File: src/rtl/cpu_pkg.sv
// Shared definitions for the CPU control sequencer: opcodes, FSM states,
// decoded instruction classes, write-back select codes and IR field positions.
// No logic; pure constants and types.
package cpu_pkg;

    // Opcodes, IR[15:12]
    localparam logic [3:0] OP_ADD  = 4'h0;
    localparam logic [3:0] OP_SUB  = 4'h1;
    localparam logic [3:0] OP_AND  = 4'h2;
    localparam logic [3:0] OP_OR   = 4'h3;
    localparam logic [3:0] OP_XOR  = 4'h4;
    localparam logic [3:0] OP_SHL  = 4'h5;
    localparam logic [3:0] OP_SHR  = 4'h6;
    localparam logic [3:0] OP_LI   = 4'h7;
    localparam logic [3:0] OP_LD   = 4'h8;
    localparam logic [3:0] OP_ST   = 4'h9;
    localparam logic [3:0] OP_BEQ  = 4'hA;
    localparam logic [3:0] OP_JMP  = 4'hB;
    localparam logic [3:0] OP_NOP  = 4'hC;
    localparam logic [3:0] OP_HALT = 4'hF;

    // Instruction field bit positions
    localparam int OP_MSB  = 15;
    localparam int OP_LSB  = 12;
    localparam int RD_MSB  = 11;
    localparam int RD_LSB  = 8;
    localparam int RT_MSB  = 7;
    localparam int RT_LSB  = 4;
    localparam int RS_MSB  = 3;
    localparam int RS_LSB  = 0;
    localparam int IMM_MSB = 7;
    localparam int IMM_LSB = 0;

    // Register-file write-back mux select
    localparam logic [1:0] WB_ALU = 2'b00;
    localparam logic [1:0] WB_MEM = 2'b01;
    localparam logic [1:0] WB_IMM = 2'b10;

    // Sequencer states
    typedef enum logic [2:0] {
        S_FETCH  = 3'd0,
        S_DECODE = 3'd1,
        S_EXEC   = 3'd2,
        S_MEM    = 3'd3,
        S_WB     = 3'd4,
        S_HALT   = 3'd5
    } state_t;

    // Decoded instruction class; selects the state path through the FSM
    typedef enum logic [3:0] {
        CLS_ALU  = 4'd0,
        CLS_LI   = 4'd1,
        CLS_LD   = 4'd2,
        CLS_ST   = 4'd3,
        CLS_BEQ  = 4'd4,
        CLS_JMP  = 4'd5,
        CLS_NOP  = 4'd6,
        CLS_HALT = 4'd7,
        CLS_ILL  = 4'd8
    } op_cls_t;

endpackage

File: src/rtl/cpu_ctrl_fsm_if.sv
// Control-sequencer bundle: instruction fetch, data-memory handshake and
// register-file / ALU control. master = sequencer, slave = memories/datapath.
// mem_req is a level held until the single-cycle mem_ack pulse.
interface cpu_ctrl_fsm_if #(
    parameter int PC_W  = 10,
    parameter int RF_AW = 4
);
    logic [15:0]      instr_in;    // instruction memory read data
    logic [PC_W-1:0]  addr_instr;  // fetch address (current PC)
    logic             alu_zero;    // ALU result-is-zero
    logic             mem_ack;     // data memory done pulse
    logic             mem_req;     // data memory request level
    logic             mem_we;      // 1 = store, 0 = load
    logic [RF_AW-1:0] addr_src;    // IR[3:0]
    logic [RF_AW-1:0] addr_tmp;    // IR[7:4]
    logic [RF_AW-1:0] addr_dest;   // IR[11:8]
    logic             rf_we;       // register-file write pulse
    logic [1:0]       wb_sel;      // write-back mux select
    logic [7:0]       imm_out;     // zero-extended immediate
    logic [3:0]       alu_op;      // ALU operation code
    logic             halted;      // stopped by HALT
    logic             illegal;     // sticky undefined-opcode flag

    modport master (
        input  instr_in, alu_zero, mem_ack,
        output addr_instr, mem_req, mem_we, addr_src, addr_tmp, addr_dest,
               rf_we, wb_sel, imm_out, alu_op, halted, illegal
    );

    modport slave (
        output instr_in, alu_zero, mem_ack,
        input  addr_instr, mem_req, mem_we, addr_src, addr_tmp, addr_dest,
               rf_we, wb_sel, imm_out, alu_op, halted, illegal
    );
endinterface

File: src/rtl/cpu_decoder.sv
// Opcode decoder: maps a 4-bit opcode to instruction class and control fields.
// Latency: purely combinational, zero cycles.
// Backpressure: none; stateless.
// Ports: i_op opcode in; o_cls class, o_alu_op, o_wb_sel, o_mem_we, o_illegal out.
module cpu_decoder
    import cpu_pkg::*;
(
    input  logic [3:0] i_op,
    output op_cls_t    o_cls,
    output logic [3:0] o_alu_op,
    output logic [1:0] o_wb_sel,
    output logic       o_mem_we,
    output logic       o_illegal
);

    always_comb begin
        o_cls     = CLS_NOP;
        o_alu_op  = OP_ADD;
        o_wb_sel  = WB_ALU;
        o_mem_we  = 1'b0;
        o_illegal = 1'b0;
        case (i_op)
            OP_ADD, OP_SUB, OP_AND, OP_OR, OP_XOR, OP_SHL, OP_SHR: begin
                o_cls    = CLS_ALU;
                o_alu_op = i_op;
            end
            OP_LI: begin
                o_cls    = CLS_LI;
                o_wb_sel = WB_IMM;
            end
            // Loads and stores use the ALU adder for address formation
            OP_LD: begin
                o_cls    = CLS_LD;
                o_alu_op = OP_ADD;
                o_wb_sel = WB_MEM;
            end
            OP_ST: begin
                o_cls    = CLS_ST;
                o_alu_op = OP_ADD;
                o_mem_we = 1'b1;
            end
            // Branch compares by subtraction and tests alu_zero
            OP_BEQ: begin
                o_cls    = CLS_BEQ;
                o_alu_op = OP_SUB;
            end
            OP_JMP:  o_cls = CLS_JMP;
            OP_NOP:  o_cls = CLS_NOP;
            OP_HALT: o_cls = CLS_HALT;
            default: begin
                o_cls     = CLS_ILL;
                o_illegal = 1'b1;
            end
        endcase
    end

endmodule

File: src/rtl/cpu_ctrl_fsm.sv
// Multi-cycle CPU control sequencer: owns PC and IR, decodes and sequences execution.
// Latency: ALU 4, LI 3, LD 5+wait, ST 4+wait, BEQ 3, JMP/NOP 2 cycles.
// Backpressure: stalls in MEM while mem_req is held until mem_ack; no timeout.
// Ports: sys_clk, sys_rst (async active-low) plain; all fetch, memory and
// datapath control signals travel on bus (cpu_ctrl_fsm_if.master).
module cpu_ctrl_fsm
    import cpu_pkg::*;
#(
    parameter int PC_W  = 10,
    parameter int RF_AW = 4
) (
    input  logic           sys_clk,
    input  logic           sys_rst,
    cpu_ctrl_fsm_if.master bus
);

    state_t          r_state;
    logic [PC_W-1:0] r_pc;
    logic [15:0]     r_ir;
    logic            r_mem_req;
    logic            r_mem_we;
    logic            r_rf_we;
    logic [1:0]      r_wb_sel;
    logic [3:0]      r_alu_op;
    logic            r_halted;
    logic            r_illegal;

    logic [3:0]      w_op;
    op_cls_t         w_cls;
    logic [3:0]      w_dec_alu_op;
    logic [1:0]      w_dec_wb_sel;
    logic            w_dec_mem_we;
    logic            w_dec_illegal;
    logic [PC_W-1:0] w_pc_inc;
    logic [PC_W-1:0] w_br_off;
    logic [PC_W-1:0] w_br_tgt;

    // In DECODE the IR is not loaded yet, so decode straight from memory data;
    // in every later state the latched IR is the source.
    assign w_op = (r_state == S_DECODE) ? bus.instr_in[OP_MSB:OP_LSB]
                                        : r_ir[OP_MSB:OP_LSB];

    cpu_decoder u_dec (
        .i_op      (w_op),
        .o_cls     (w_cls),
        .o_alu_op  (w_dec_alu_op),
        .o_wb_sel  (w_dec_wb_sel),
        .o_mem_we  (w_dec_mem_we),
        .o_illegal (w_dec_illegal)
    );

    assign w_pc_inc = r_pc + PC_W'(1);
    // Branch offset lives in the rd field; PC is already incremented in EXEC
    assign w_br_off = {{(PC_W-4){r_ir[RD_MSB]}}, r_ir[RD_MSB:RD_LSB]};
    assign w_br_tgt = r_pc + w_br_off;

    always_ff @(posedge sys_clk or negedge sys_rst) begin
        if (!sys_rst) begin
            r_state   <= S_FETCH;
            r_pc      <= '0;
            r_ir      <= {OP_NOP, 12'h000};
            r_mem_req <= 1'b0;
            r_mem_we  <= 1'b0;
            r_rf_we   <= 1'b0;
            r_wb_sel  <= WB_ALU;
            r_alu_op  <= OP_ADD;
            r_halted  <= 1'b0;
            r_illegal <= 1'b0;
        end else begin
            case (r_state)
                S_FETCH: begin
                    r_state <= S_DECODE;
                end

                S_DECODE: begin
                    r_ir <= bus.instr_in;
                    r_pc <= w_pc_inc;
                    if (w_dec_illegal) begin
                        r_illegal <= 1'b1;
                    end
                    case (w_cls)
                        CLS_ALU, CLS_LD, CLS_ST, CLS_BEQ: begin
                            r_state  <= S_EXEC;
                            r_alu_op <= w_dec_alu_op;
                        end
                        CLS_LI: begin
                            r_state  <= S_WB;
                            r_rf_we  <= 1'b1;
                            r_wb_sel <= w_dec_wb_sel;
                        end
                        CLS_JMP: begin
                            r_state <= S_FETCH;
                            r_pc    <= bus.instr_in[PC_W-1:0];
                        end
                        CLS_HALT: begin
                            r_state  <= S_HALT;
                            r_halted <= 1'b1;
                        end
                        default: begin
                            // NOP and undefined opcodes simply move on
                            r_state <= S_FETCH;
                        end
                    endcase
                end

                S_EXEC: begin
                    case (w_cls)
                        CLS_BEQ: begin
                            if (bus.alu_zero) begin
                                r_pc <= w_br_tgt;
                            end
                            r_state <= S_FETCH;
                        end
                        CLS_LD, CLS_ST: begin
                            r_state   <= S_MEM;
                            r_mem_req <= 1'b1;
                            r_mem_we  <= w_dec_mem_we;
                        end
                        default: begin
                            r_state  <= S_WB;
                            r_rf_we  <= 1'b1;
                            r_wb_sel <= w_dec_wb_sel;
                        end
                    endcase
                end

                S_MEM: begin
                    if (bus.mem_ack) begin
                        r_mem_req <= 1'b0;
                        r_mem_we  <= 1'b0;
                        if (w_cls == CLS_LD) begin
                            r_state  <= S_WB;
                            r_rf_we  <= 1'b1;
                            r_wb_sel <= w_dec_wb_sel;
                        end else begin
                            r_state <= S_FETCH;
                        end
                    end
                end

                S_WB: begin
                    // alu_op is intentionally left untouched so the ALU
                    // result is still valid at the write edge.
                    r_rf_we <= 1'b0;
                    r_state <= S_FETCH;
                end

                S_HALT: begin
                    r_state <= S_HALT;
                end

                default: begin
                    r_state <= S_FETCH;
                end
            endcase
        end
    end

    assign bus.addr_instr = r_pc;
    assign bus.mem_req    = r_mem_req;
    assign bus.mem_we     = r_mem_we;
    assign bus.rf_we      = r_rf_we;
    assign bus.wb_sel     = r_wb_sel;
    assign bus.alu_op     = r_alu_op;
    assign bus.halted     = r_halted;
    assign bus.illegal    = r_illegal;
    assign bus.addr_src   = RF_AW'(r_ir[RS_MSB:RS_LSB]);
    assign bus.addr_tmp   = RF_AW'(r_ir[RT_MSB:RT_LSB]);
    assign bus.addr_dest  = RF_AW'(r_ir[RD_MSB:RD_LSB]);
    assign bus.imm_out    = r_ir[IMM_MSB:IMM_LSB];

endmodule

File: src/flat_wrapper.sv
// flat-port wrapper written by rule: the top's interface ports become plain ports
module cpu_ctrl_fsm_flat import cpu_pkg::*;
#(
    parameter int PC_W  = 10,
    parameter int RF_AW = 4
)
  (sys_clk, sys_rst, bus_instr_in, bus_alu_zero, bus_mem_ack, bus_addr_instr, bus_mem_req, bus_mem_we, bus_addr_src, bus_addr_tmp, bus_addr_dest, bus_rf_we, bus_wb_sel, bus_imm_out, bus_alu_op, bus_halted, bus_illegal);
  cpu_ctrl_fsm_if #(.PC_W(PC_W), .RF_AW(RF_AW)) bus_i ();
  input  logic sys_clk;
  input  logic sys_rst;
  input wire logic [$bits(bus_i.instr_in)-1:0] bus_instr_in;
  input wire logic [$bits(bus_i.alu_zero)-1:0] bus_alu_zero;
  input wire logic [$bits(bus_i.mem_ack)-1:0] bus_mem_ack;
  output wire logic [$bits(bus_i.addr_instr)-1:0] bus_addr_instr;
  output wire logic [$bits(bus_i.mem_req)-1:0] bus_mem_req;
  output wire logic [$bits(bus_i.mem_we)-1:0] bus_mem_we;
  output wire logic [$bits(bus_i.addr_src)-1:0] bus_addr_src;
  output wire logic [$bits(bus_i.addr_tmp)-1:0] bus_addr_tmp;
  output wire logic [$bits(bus_i.addr_dest)-1:0] bus_addr_dest;
  output wire logic [$bits(bus_i.rf_we)-1:0] bus_rf_we;
  output wire logic [$bits(bus_i.wb_sel)-1:0] bus_wb_sel;
  output wire logic [$bits(bus_i.imm_out)-1:0] bus_imm_out;
  output wire logic [$bits(bus_i.alu_op)-1:0] bus_alu_op;
  output wire logic [$bits(bus_i.halted)-1:0] bus_halted;
  output wire logic [$bits(bus_i.illegal)-1:0] bus_illegal;
  assign bus_i.instr_in = bus_instr_in;
  assign bus_i.alu_zero = bus_alu_zero;
  assign bus_i.mem_ack = bus_mem_ack;
  assign bus_addr_instr = bus_i.addr_instr;
  assign bus_mem_req = bus_i.mem_req;
  assign bus_mem_we = bus_i.mem_we;
  assign bus_addr_src = bus_i.addr_src;
  assign bus_addr_tmp = bus_i.addr_tmp;
  assign bus_addr_dest = bus_i.addr_dest;
  assign bus_rf_we = bus_i.rf_we;
  assign bus_wb_sel = bus_i.wb_sel;
  assign bus_imm_out = bus_i.imm_out;
  assign bus_alu_op = bus_i.alu_op;
  assign bus_halted = bus_i.halted;
  assign bus_illegal = bus_i.illegal;
  cpu_ctrl_fsm #(.PC_W(PC_W), .RF_AW(RF_AW)) u_core (.sys_clk(sys_clk), .sys_rst(sys_rst), .bus(bus_i));
endmodule
File: config.mk
export PLATFORM = sky130hd
export DESIGN_NAME = cpu_ctrl_fsm_flat
export DESIGN_NICKNAME = d
export VERILOG_FILES = /design/src/rtl/cpu_pkg.sv /design/src/rtl/cpu_ctrl_fsm_if.sv /design/src/rtl/cpu_decoder.sv /design/src/rtl/cpu_ctrl_fsm.sv /design/src/flat_wrapper.sv
export SDC_FILE = /design/constraint.sdc
export NUM_CORES = 1
export LEC_CHECK = 0
export BUFFER_PORTS_ARGS = -buffer_cell sky130_fd_sc_hd__buf_2
export CAP_MARGIN = 25
export CORE_MARGIN = 10
export CORE_UTILIZATION = 55
export CTS_BUF_LIST = sky130_fd_sc_hd__clkbuf_4
export DETAILED_ROUTE_END_ITERATION = 10
export MAX_ROUTING_LAYER = met4
export PLACE_DENSITY = 0.84
export SLEW_MARGIN = 20
export SYNTH_ARGS = -nofsm -noshare
export SYNTH_HDL_FRONTEND = slang
export SYNTH_SLANG_ARGS = --single-unit
File: constraint.sdc
create_clock -name sys_clk -period 3.69 [get_ports sys_clk]
set_input_delay 0.369 -clock sys_clk [delete_from_list [all_inputs] [get_ports sys_clk]]
set_output_delay 0.369 -clock sys_clk [all_outputs]
set_load 0.1 [all_outputs]
# Yosys cells after proc, flatten, opt, wreduce, memory -nomap -nowiden
# Cells that the tools add are included.
[totals]
reg_bits = 40
latch_bits = 0
ram_bits = 0
mem_bits_ro = 0
in_bits = 20
out_inout_bits = 41
mem_count = 0
[classes]
addsub = 2
n_mul = 0
n_div = 0
magnitude_cmp = 0
eq_ne = 31
shifts = 0
n_mux = 29
bitwise_logic = 1
reduce_logical = 19
[ops]
columns = ["cell", "n"]
rows = [
  ["4-bit case mux with 8 select lines", 1],
  ["10-bit two-way mux", 3],
  ["4-bit by 3-bit == test with 1-bit output, second input constant", 7],
  ["4-bit == test, second input constant", 6],
  ["10-bit case mux with 2 select lines", 1],
  ["4-bit by 2-bit == test with 1-bit output, second input constant", 4],
  ["3-bit case mux with 5 select lines", 1],
  ["14-bit OR reduction", 1],
  ["10-bit by 1-bit adder with 10-bit output, second input constant", 1],
  ["10-bit adder", 1],
  ["5-bit AND reduction", 2],
  ["3-bit case mux with 3 select lines", 1],
  ["4-bit by 1-bit == test with 1-bit output, second input constant", 2],
  ["4-bit logical NOT", 2],
  ["1-bit two-way mux", 8],
  ["2-bit two-way mux", 4],
  ["2-bit inequality test, second input constant", 4],
  ["4-bit case mux with 2 select lines", 1],
  ["7-bit OR reduction", 1],
  ["3-bit by 2-bit == test with 1-bit output, second input constant", 2],
  ["3-bit == test, second input constant", 2],
  ["3-bit two-way mux", 2],
  ["2-bit by 1-bit inequality test with 1-bit output, second input constant", 3],
  ["2-bit case mux with 3 select lines", 1],
  ["16 further kinds", 21],
]

# Depth between registers and ports, before layout
# Gate-level depths: netlist of the first run.
[logic_depth]
depth_word = 9
ltp_mapped = 8
depth_no_buf = 8

# Hierarchy
# From an unflattened synthesis of the first run, not the netlist that was laid out.
[hier_totals]
cells_unflattened = 308
hier_area_um2 = 2890.3
[modules_own_cells]
columns = ["mod", "instances", "cells_each", "area_each_um2", "seq_area_each_um2"]
rows = [
  ["cpu_ctrl_fsm", 1, 281, 2692.6, 1003.5],
  ["cpu_decoder", 1, 27, 197.7, 0.0],
]

# Worst setup path before layout of the first run
# Ideal clock, no wire load.
[synth_timing]
path_type = "reg-to-reg"
start = "register u_core.r_pc[1] (netlist: u_core.bus.addr_instr[1])"
end = "register u_core.r_pc[9] (netlist: u_core.bus.addr_instr[9])"
arrival_time_ns = 2.466
t_required_ns = 3.561
path_slack_ns = 1.094
stages_incl_launch_ff = 7
path_buffers = 0
synth_period_minus_slack_ns = 2.596
path_cell_list = "dfrtp_1 > ha_1 > a211oi_1 > o211ai_1 > and3_1 > or3_1 > mux2i_1"
[synth_between]
elab_chain_cells = 4
[synth_rtl]
columns = ["element", "line", "text"]
rows = [
  ["from (decl)", "cpu_ctrl_fsm.sv:18", "logic [PC_W-1:0] r_pc;"],
  ["from (signal assigned)", "cpu_ctrl_fsm.sv:77", "r_pc <= w_pc_inc;"],
  ["from (signal assigned)", "cpu_ctrl_fsm.sv:93", "r_pc <= bus.instr_in[PC_W-1:0];"],
  ["from (signal assigned)", "cpu_ctrl_fsm.sv:110", "r_pc <= w_br_tgt;"],
  ["10-bit adder", "cpu_ctrl_fsm.sv:55", "assign w_br_tgt = r_pc + w_br_off;"],
  ["10-bit two-way mux", "cpu_ctrl_fsm.sv:109", "if (bus.alu_zero) begin"],
  ["10-bit two-way mux", "cpu_ctrl_fsm.sv:107", "case (w_cls)"],
  ["10-bit case mux with 2 select lines *", "cpu_ctrl_fsm.sv:70", "case (r_state)"],
]
# Every way passes the cells marked *; elsewhere a longest branch is shown, timed or not. The select of a mux whose other input is x is not followed.
# A chain may end at the register's enable or synchronous reset.

# Worst setup path after layout of the first run
[layout_timing]
start = "register u_core.r_state[2]"
end = "register u_core.r_wb_sel[1] (netlist: u_core.bus.wb_sel[1])"
[layout_between]
elab_chain_cells = 9
[layout_rtl]
columns = ["element", "line", "text"]
rows = [
  ["from (decl)", "cpu_ctrl_fsm.sv:17", "state_t r_state;"],
  ["from (signal assigned)", "cpu_ctrl_fsm.sv:59", "r_state <= S_FETCH;"],
  ["from (signal assigned)", "cpu_ctrl_fsm.sv:72", "r_state <= S_DECODE;"],
  ["from (signal assigned)", "cpu_ctrl_fsm.sv:83", "r_state <= S_EXEC;"],
  ["3-bit by 1-bit == test with 1-bit output", "cpu_ctrl_fsm.sv:40, cpu_ctrl_fsm.sv:70", ""],
  ["4-bit two-way mux", "cpu_ctrl_fsm.sv:40", "assign w_op = (r_state == S_DECODE) ? bus.instr_in[OP_MSB:OP_LSB]"],
  ["4-bit by 1-bit == test with 1-bit output, or another cell as far along", "cpu_decoder.sv:22", "case (i_op)"],
  ["7-bit OR reduction", "cpu_decoder.sv:22", ""],
  ["4-bit case mux with 8 select lines", "cpu_decoder.sv:22", ""],
  ["4-bit by 3-bit == test with 1-bit output, or another cell as far along", "cpu_ctrl_fsm.sv:107", ""],
  ["3-bit OR reduction (no source line)", "-", ""],
  ["2-bit inequality test (no source line)", "-", ""],
  ["5-bit AND reduction (no source line)", "-", ""],
  ["to (signal assigned)", "cpu_ctrl_fsm.sv:89", "r_wb_sel <= w_dec_wb_sel;"],
  ["to (signal assigned)", "cpu_ctrl_fsm.sv:122", "r_wb_sel <= w_dec_wb_sel;"],
  ["to (signal assigned)", "cpu_ctrl_fsm.sv:134", "r_wb_sel <= w_dec_wb_sel;"],
  ["to (decl)", "cpu_ctrl_fsm.sv:23", "logic [1:0] r_wb_sel;"],
]
# Parallel ways exist; a longest one is shown, timed or not. The select of a mux whose other input is x is not followed.

==> results of run 1 <==
routing by layer:
metal | up-vias | share of wire [%]
met5 | - | 0
met4 | 0 | 2.1
met3 | 14 | 6.9
met2 | 104 | 48
met1 | 1187 | 43
li1 | 1197 | -
cell families (layout without fill, tap and decap cells):
group	count (synthesis)	after routing	synth area share, %
xor+xnor	10	10	3.16
simple gates	128	128	22.7
mux	14	14	6.01
compound gates	70	70	17.3
flops	40	40	36.2
buf+inv	45	85	9.39
fa+ha+maj	11	11	5.24
flip-flops by register name, indices dropped and copies added (netlist names):
name                   count
u_core.bus.rf_we           1
u_core.r_state             3
u_core.r_ir               16
u_core.bus.addr_instr     10
u_core.bus.mem_req         1
u_core.bus.mem_we          1
u_core.bus.halted          1
u_core.bus.wb_sel          2
u_core.bus.alu_op          4
u_core.bus.illegal         1
per-stage QoR:
stage	worst slack [ns]	area (um^2)	std cells	utilization, %	hold WS [ns]
after floorplan	1.09	2770	318	-	0.0734
after global placement	1.46	2970	417	61.6	0.444
after detailed placement	1.37	2970	417	61.6	0.458
after CTS	1.35	3020	425	62.8	0.156
after global routing	1.12	3020	425	62.8	0.178
final	1.33	3020	425	62.8	0.133
worst max-delay path: stages, from the launching register on:
cell,delay [ns]
dfrtp_1,0.56
nor3b_4,0.23
buf_4,0.30
mux2i_1,0.43
and3_1,0.30
o211ai_2,0.14
mux2_2,0.30
worst paths after layout:
check	startpoint	slack, ns	end
min in group sys_clk	bus_instr_in[11]	0.22	u_core.r_ir[11]
min	sys_rst	0.13	u_core.bus.addr_instr[2]
max in group asynchronous	sys_rst	3.01	u_core.r_ir[6]
max	u_core.r_state[2]	1.33	u_core.bus.wb_sel[1]
min reg2reg	u_core.bus.halted	0.48	u_core.bus.halted
max reg2reg	u_core.r_state[2]	1.33	u_core.bus.wb_sel[1]
placed cells by master (no fill, tap or decap), types with 3 or more instances in the layout:
cell / instances
a21o_1: 3
a21oi_1: 7
a31oi_1: 5
and3_1: 6
buf_2: 60
clkbuf_4: 7
dfrtp_1: 38
ha_1: 10
inv_1: 14
mux2_2: 3
mux2i_1: 8
nand2_1: 54
nand2b_1: 3
nand3_1: 13
nand3b_1: 4
nor2_1: 22
nor3_1: 6
o211ai_1: 8
o21ai_0: 21
o31ai_1: 5
or3_1: 4
xnor2_1: 5
xor2_1: 5
area by class of cell:
type	count	share of cell area (%)
Sequential cell	40	33.2
Clock buffer	7	1.74
Clock inverter	1	0.166
Tap cell	67	2.77
Timing Repair Buffer	62	10.4
Multi-Input combinational cell	233	49.8
Inverter	15	1.86
==> results by group, run 1 <==
Floorplanning
  • Starting Density: 57.5%
  • DIE HEIGHT: 91.0 um
  • Die area: 8280 um^2
  • Die X: 91.0 um
  • Core Rows: 25
  • IO Pins: 61
  • Core Region: 4820 um^2

Routing
  • Iter 0 DRT Violations: 182
  • DRC violations left: 0
  • Vias/cell: 5.89
  • Wire per inst: 16.1 um
  • Total number of vias: 2502
  • DRT Pass-1 Iters: 5
  • Final WL: 6860 um
  • Final ANT Viol Nets: 0

Timing
  • Period minus WS final: 2.36 ns
  • Final setup skew: 0.00659 ns
  • Final slew viol count: 0
  • Final hold viol count: 0
  • Slew margin rel.: 40.2%
  • Maximum clock frequency: 423 MHz
  • Least-Margin Pin Slew: 0.896 ns
  • Final Cycle Share: 64.0%
  • Final setup vio count: 0
  • Setup TNS: 0 ns
  • Unrepaired setup endpoints after global routing: no

Clocking
  • CTS tree: yes
  • H-tree levels: 2
  • Max Root-Sink Buffers: 2
  • Worst-Skew Late Latency: 0.35 ns
  • Clock transition at path regs: 0.11 ns
  • Hold buffer count at CTS: 0
  • CTS root buf: clkbuf_4
  • CTS resizes: 0
  • CTS buffer count: 5
  • Post-CTS Setup Bufs: 0
  • Clk sink count: 40

Synthesis
  • Post-synth top area cell: dfrtp_1
  • Post-synthesis async set-or-reset flop share: 100%
  • Synth Register Bits: 40
  • Cells after Synth: 318
  • Synth cell types: 58
  • Top_reg_cell synth: dfrtp_1
  • Synth area leaders: dfrtp_1, nand2_1, buf_4
  • Sequential area share after synthesis: 36.2%
  • Commonest cells in the netlist: nand2_1, dfrtp_1, nor2_1, buf_4, o21ai_0
  • YS warnings: 0
  • Synthesized area: 2770 um^2
  • Syn_nets: 349
  • Yosys top cell area share: 34.3%
  • Top-count cell post-synth: nand2_1
  • Avg Cell Area, Syn: 8.71 um^2
  • Number of synthesized flops with an enable pin: 0

Critical path
  • Kind of end point of the critical path: flop
  • Cell depth of the worst flop-to-flop path: 6
  • Worst path required time: 3.94 ns
  • CP Class: flop to flop
  • Worst-path fanout max: 25
  • Critical Path AT: 2.61 ns
  • Startpoint Class: flop

Global route
  • Layer with the highest usage: met2
  • GR Util met2: 26.6%
  • Pin count of the biggest net entering global routing: 41
  • GRT Overall Usage: 17.0%
  • Met1 GRT Util: 20.5%
  • First-pass GRT wire length: 11600 um
  • Vias in the first global route: 2488
  • Grt ovf: 0
  • Met3 usage: 4.20%
  • Antenna violations before repair: 0

Finish
  • Multi-input logic area: 1510 um^2
  • Sequential Area: 1000 um^2
  • Nets: 388
  • Fill cells: 440
  • Layout cells sized above 1: 23.7%
  • Area grow syn2layout: 9.12%
  • Inserted Diodes: 0

Job
  • # Max-Cap Violations: 0

Place
  • Dpl hpwl: 5220 um
  • Port bufs: 60
  • Final GP Congestion: 0.928

Outcome
  • Status: completed

Worst hold path
  • Class of the worst hold path: primary input to asynchronous set/reset pin
Power of run 1 is left out: the tool's default activity adds up to more than one toggle a clock period on the data nets, which glitch-free logic cannot reach.
==> run 2, diff against run 1 <==
==> constraint.sdc (replaced) <==
create_clock -name sys_clk -period 2.25 [get_ports sys_clk]
set_input_delay 0.225 -clock sys_clk [delete_from_list [all_inputs] [get_ports sys_clk]]
set_output_delay 0.225 -clock sys_clk [all_outputs]
set_load 0.1 [all_outputs]
==> run 2 against run 1 <==
The flow now finishes with violations (hold timing). Worst setup slack worse by 1.2 ns. Routed wire length up 3.4%. Count of clock-buffer cells in the layout down 1. Non-clock buffer count up 13. First-iteration DRC count down 27%. Sequential share of layout area down 0.96 points. Critical path type unchanged. Critical endpoint is now u_core.bus.addr_instr[6].
==> results by group, run 2 (synthesis gave the netlist of run 1 again) <==
Outcome
  • Status: finished, violations left
  • Failing checks: hold timing

Place
  • Dpl hpwl: 5470 um
  • Final GP Congestion: 0.913
  • Placement Cell Area: 3070 um^2
  • Port bufs: 60

Routing
  • DRC violations left: 0
  • Wire per inst: 16.2 um
  • DRT Pass-1 Iters: 5
  • Vias/cell: 5.79
  • Iter 0 DRT Violations: 133
  • Final ANT Viol Nets: 0
  • Final WL: 7090 um
  • Total number of vias: 2537

Critical path
  • Worst path slowest cell: or4_1
  • Kind of end point of the critical path: flop
  • CP max stage delay: 0.49 ns
  • Cell depth of the worst flop-to-flop path: 8
  • Worst path required time: 2.49 ns
  • Worst-path fanout max: 7
  • Reg2Reg Setup Slack: 0.12 ns
  • Reg-to-Reg Start: u_core.bus.addr_instr[0]
  • CP cell instances: ha_1 -> inv_1 -> fa_1 -> nor2b_1 -> o2111a_1 -> or4_1 -> nand3_1 -> a31oi_1
  • CP Class: flop to flop
  • RR Endpoint: u_core.bus.addr_instr[6]
  • Critical Path AT: 2.37 ns
  • Startpoint Class: flop

Global route
  • Antenna violations before repair: 0
  • Pin count of the biggest net entering global routing: 41
  • First-pass GRT wire length: 11400 um
  • Vias in the first global route: 2535
  • Grt ovf: 0
  • GRT Overall Usage: 16.9%

Timing
  • Unrepaired setup endpoints after global routing: no
  • Maximum clock frequency: 470 MHz
  • Final hold viol count: 37
  • Slew margin rel.: 40.1%
  • Final setup vio count: 0
  • Final Cycle Share: 94.6%
  • Period minus WS final: 2.13 ns
  • Final setup skew: 0.0172 ns
  • Final slew viol count: 0
  • Least-Margin Pin Slew: 0.898 ns
  • Final hold slack: -0.0261 ns

Finish
  • Inserted Diodes: 0
  • Max FFs per register: 16
  • Most common cell after layout, fill and taps aside: buf_2
  • Area grow syn2layout: 13.4%
  • Fin area: 3140 um^2
  • Fill cells: 421
  • Reg with most FFs: u_core.r_ir
  • Nets: 401
  • Multi-input logic area: 1520 um^2
  • Core Util, Final: 65.2%
  • Layout cells sized above 1: 28.8%
  • Most frequent cells in the layout: buf_2, nand2_1, dfrtp_1, nor2_1, o21ai_0
  • Sequential Area: 1010 um^2

Floorplanning
  • Die area: 8280 um^2
  • Starting Density: 57.5%
  • IO Pins: 61
  • Die X: 91.0 um
  • Core Rows: 25
  • DIE HEIGHT: 91.0 um
  • Core Region: 4820 um^2

Clocking
  • Hold buffer count at CTS: 0
  • CTS buffer count: 5
  • CTS tree: yes
  • Worst-Skew Late Latency: 0.36 ns
  • Clk sink count: 40
  • Clock transition at path regs: 0.13 ns
  • CTS root buf: clkbuf_4
  • Max Root-Sink Buffers: 2
  • H-tree levels: 2

Job
  • # Max-Cap Violations: 0

Worst hold path
  • Class of the worst hold path: primary input to asynchronous set/reset pin
-- run 2: how the worst max path moves through the flow --
stage | from | endpoint | slack [ns]
floorplan | u_core.bus.addr_instr[6] | u_core.bus.addr_instr[9] | -0.24
finish | u_core.bus.addr_instr[0] | u_core.bus.addr_instr[6] | 0.12
detailed placement | u_core.bus.addr_instr[1] | u_core.bus.addr_instr[9] | 0.10
global placement | u_core.bus.addr_instr[1] | u_core.bus.addr_instr[9] | 0.18
CTS | u_core.bus.addr_instr[2] | u_core.bus.addr_instr[9] | 0.06
global route | u_core.bus.addr_instr[2] | u_core.bus.addr_instr[9] | 0.02
-- run 2: worst max-delay path, delay by kind of cell (launching register included) --
kind                       cells  cell delay [ns]
and+or+nand+nor                3             0.68
DFF                            1             0.47
adders and majority gates      2             0.45
AOI/OAI and AO/OA              2             0.34
buffers and inverters          1             0.08
-- run 2: timing repair --
item                                    in CTS  in global routing
endpoints found under the setup margin       0                  1
buffers inserted                             0                  0
gates resized for setup                      0                  6
-- run 2: layout make-up --
type / instances / share of cell area [%]
multi-input cells: 233 / 48.3
flip-flops and latches: 40 / 32.2
repair buffers: 75 / 13.1
well taps: 67 / 2.67
inverters: 15 / 1.79
clock buffers: 6 / 1.43
clock inverters: 2 / 0.398
-- run 2: per-layer routing --
metal  global-route usage (%)  part of all wire, %
met1                     18.4                   42
met2                     27.2                   47
met3                     5.43                  7.6
met4                     8.09                  2.9
met5                        -                    0
-- run 2: stage by stage --
step | setup WS (ns) | instances | setup TNS [ns] | hold WS, ns
after CTS | 0.0630 | 438 | 0 | 0.00439
after floorplan | -0.236 | 318 | -0.236 | -0.0706
after global placement | 0.179 | 430 | 0 | 0.398
final | 0.122 | 438 | 0 | -0.0261
after detailed placement | 0.103 | 430 | 0 | 0.402
after global routing | 0.0184 | 438 | 0 | 0.0319
Power of run 2 is left out for the same reason.
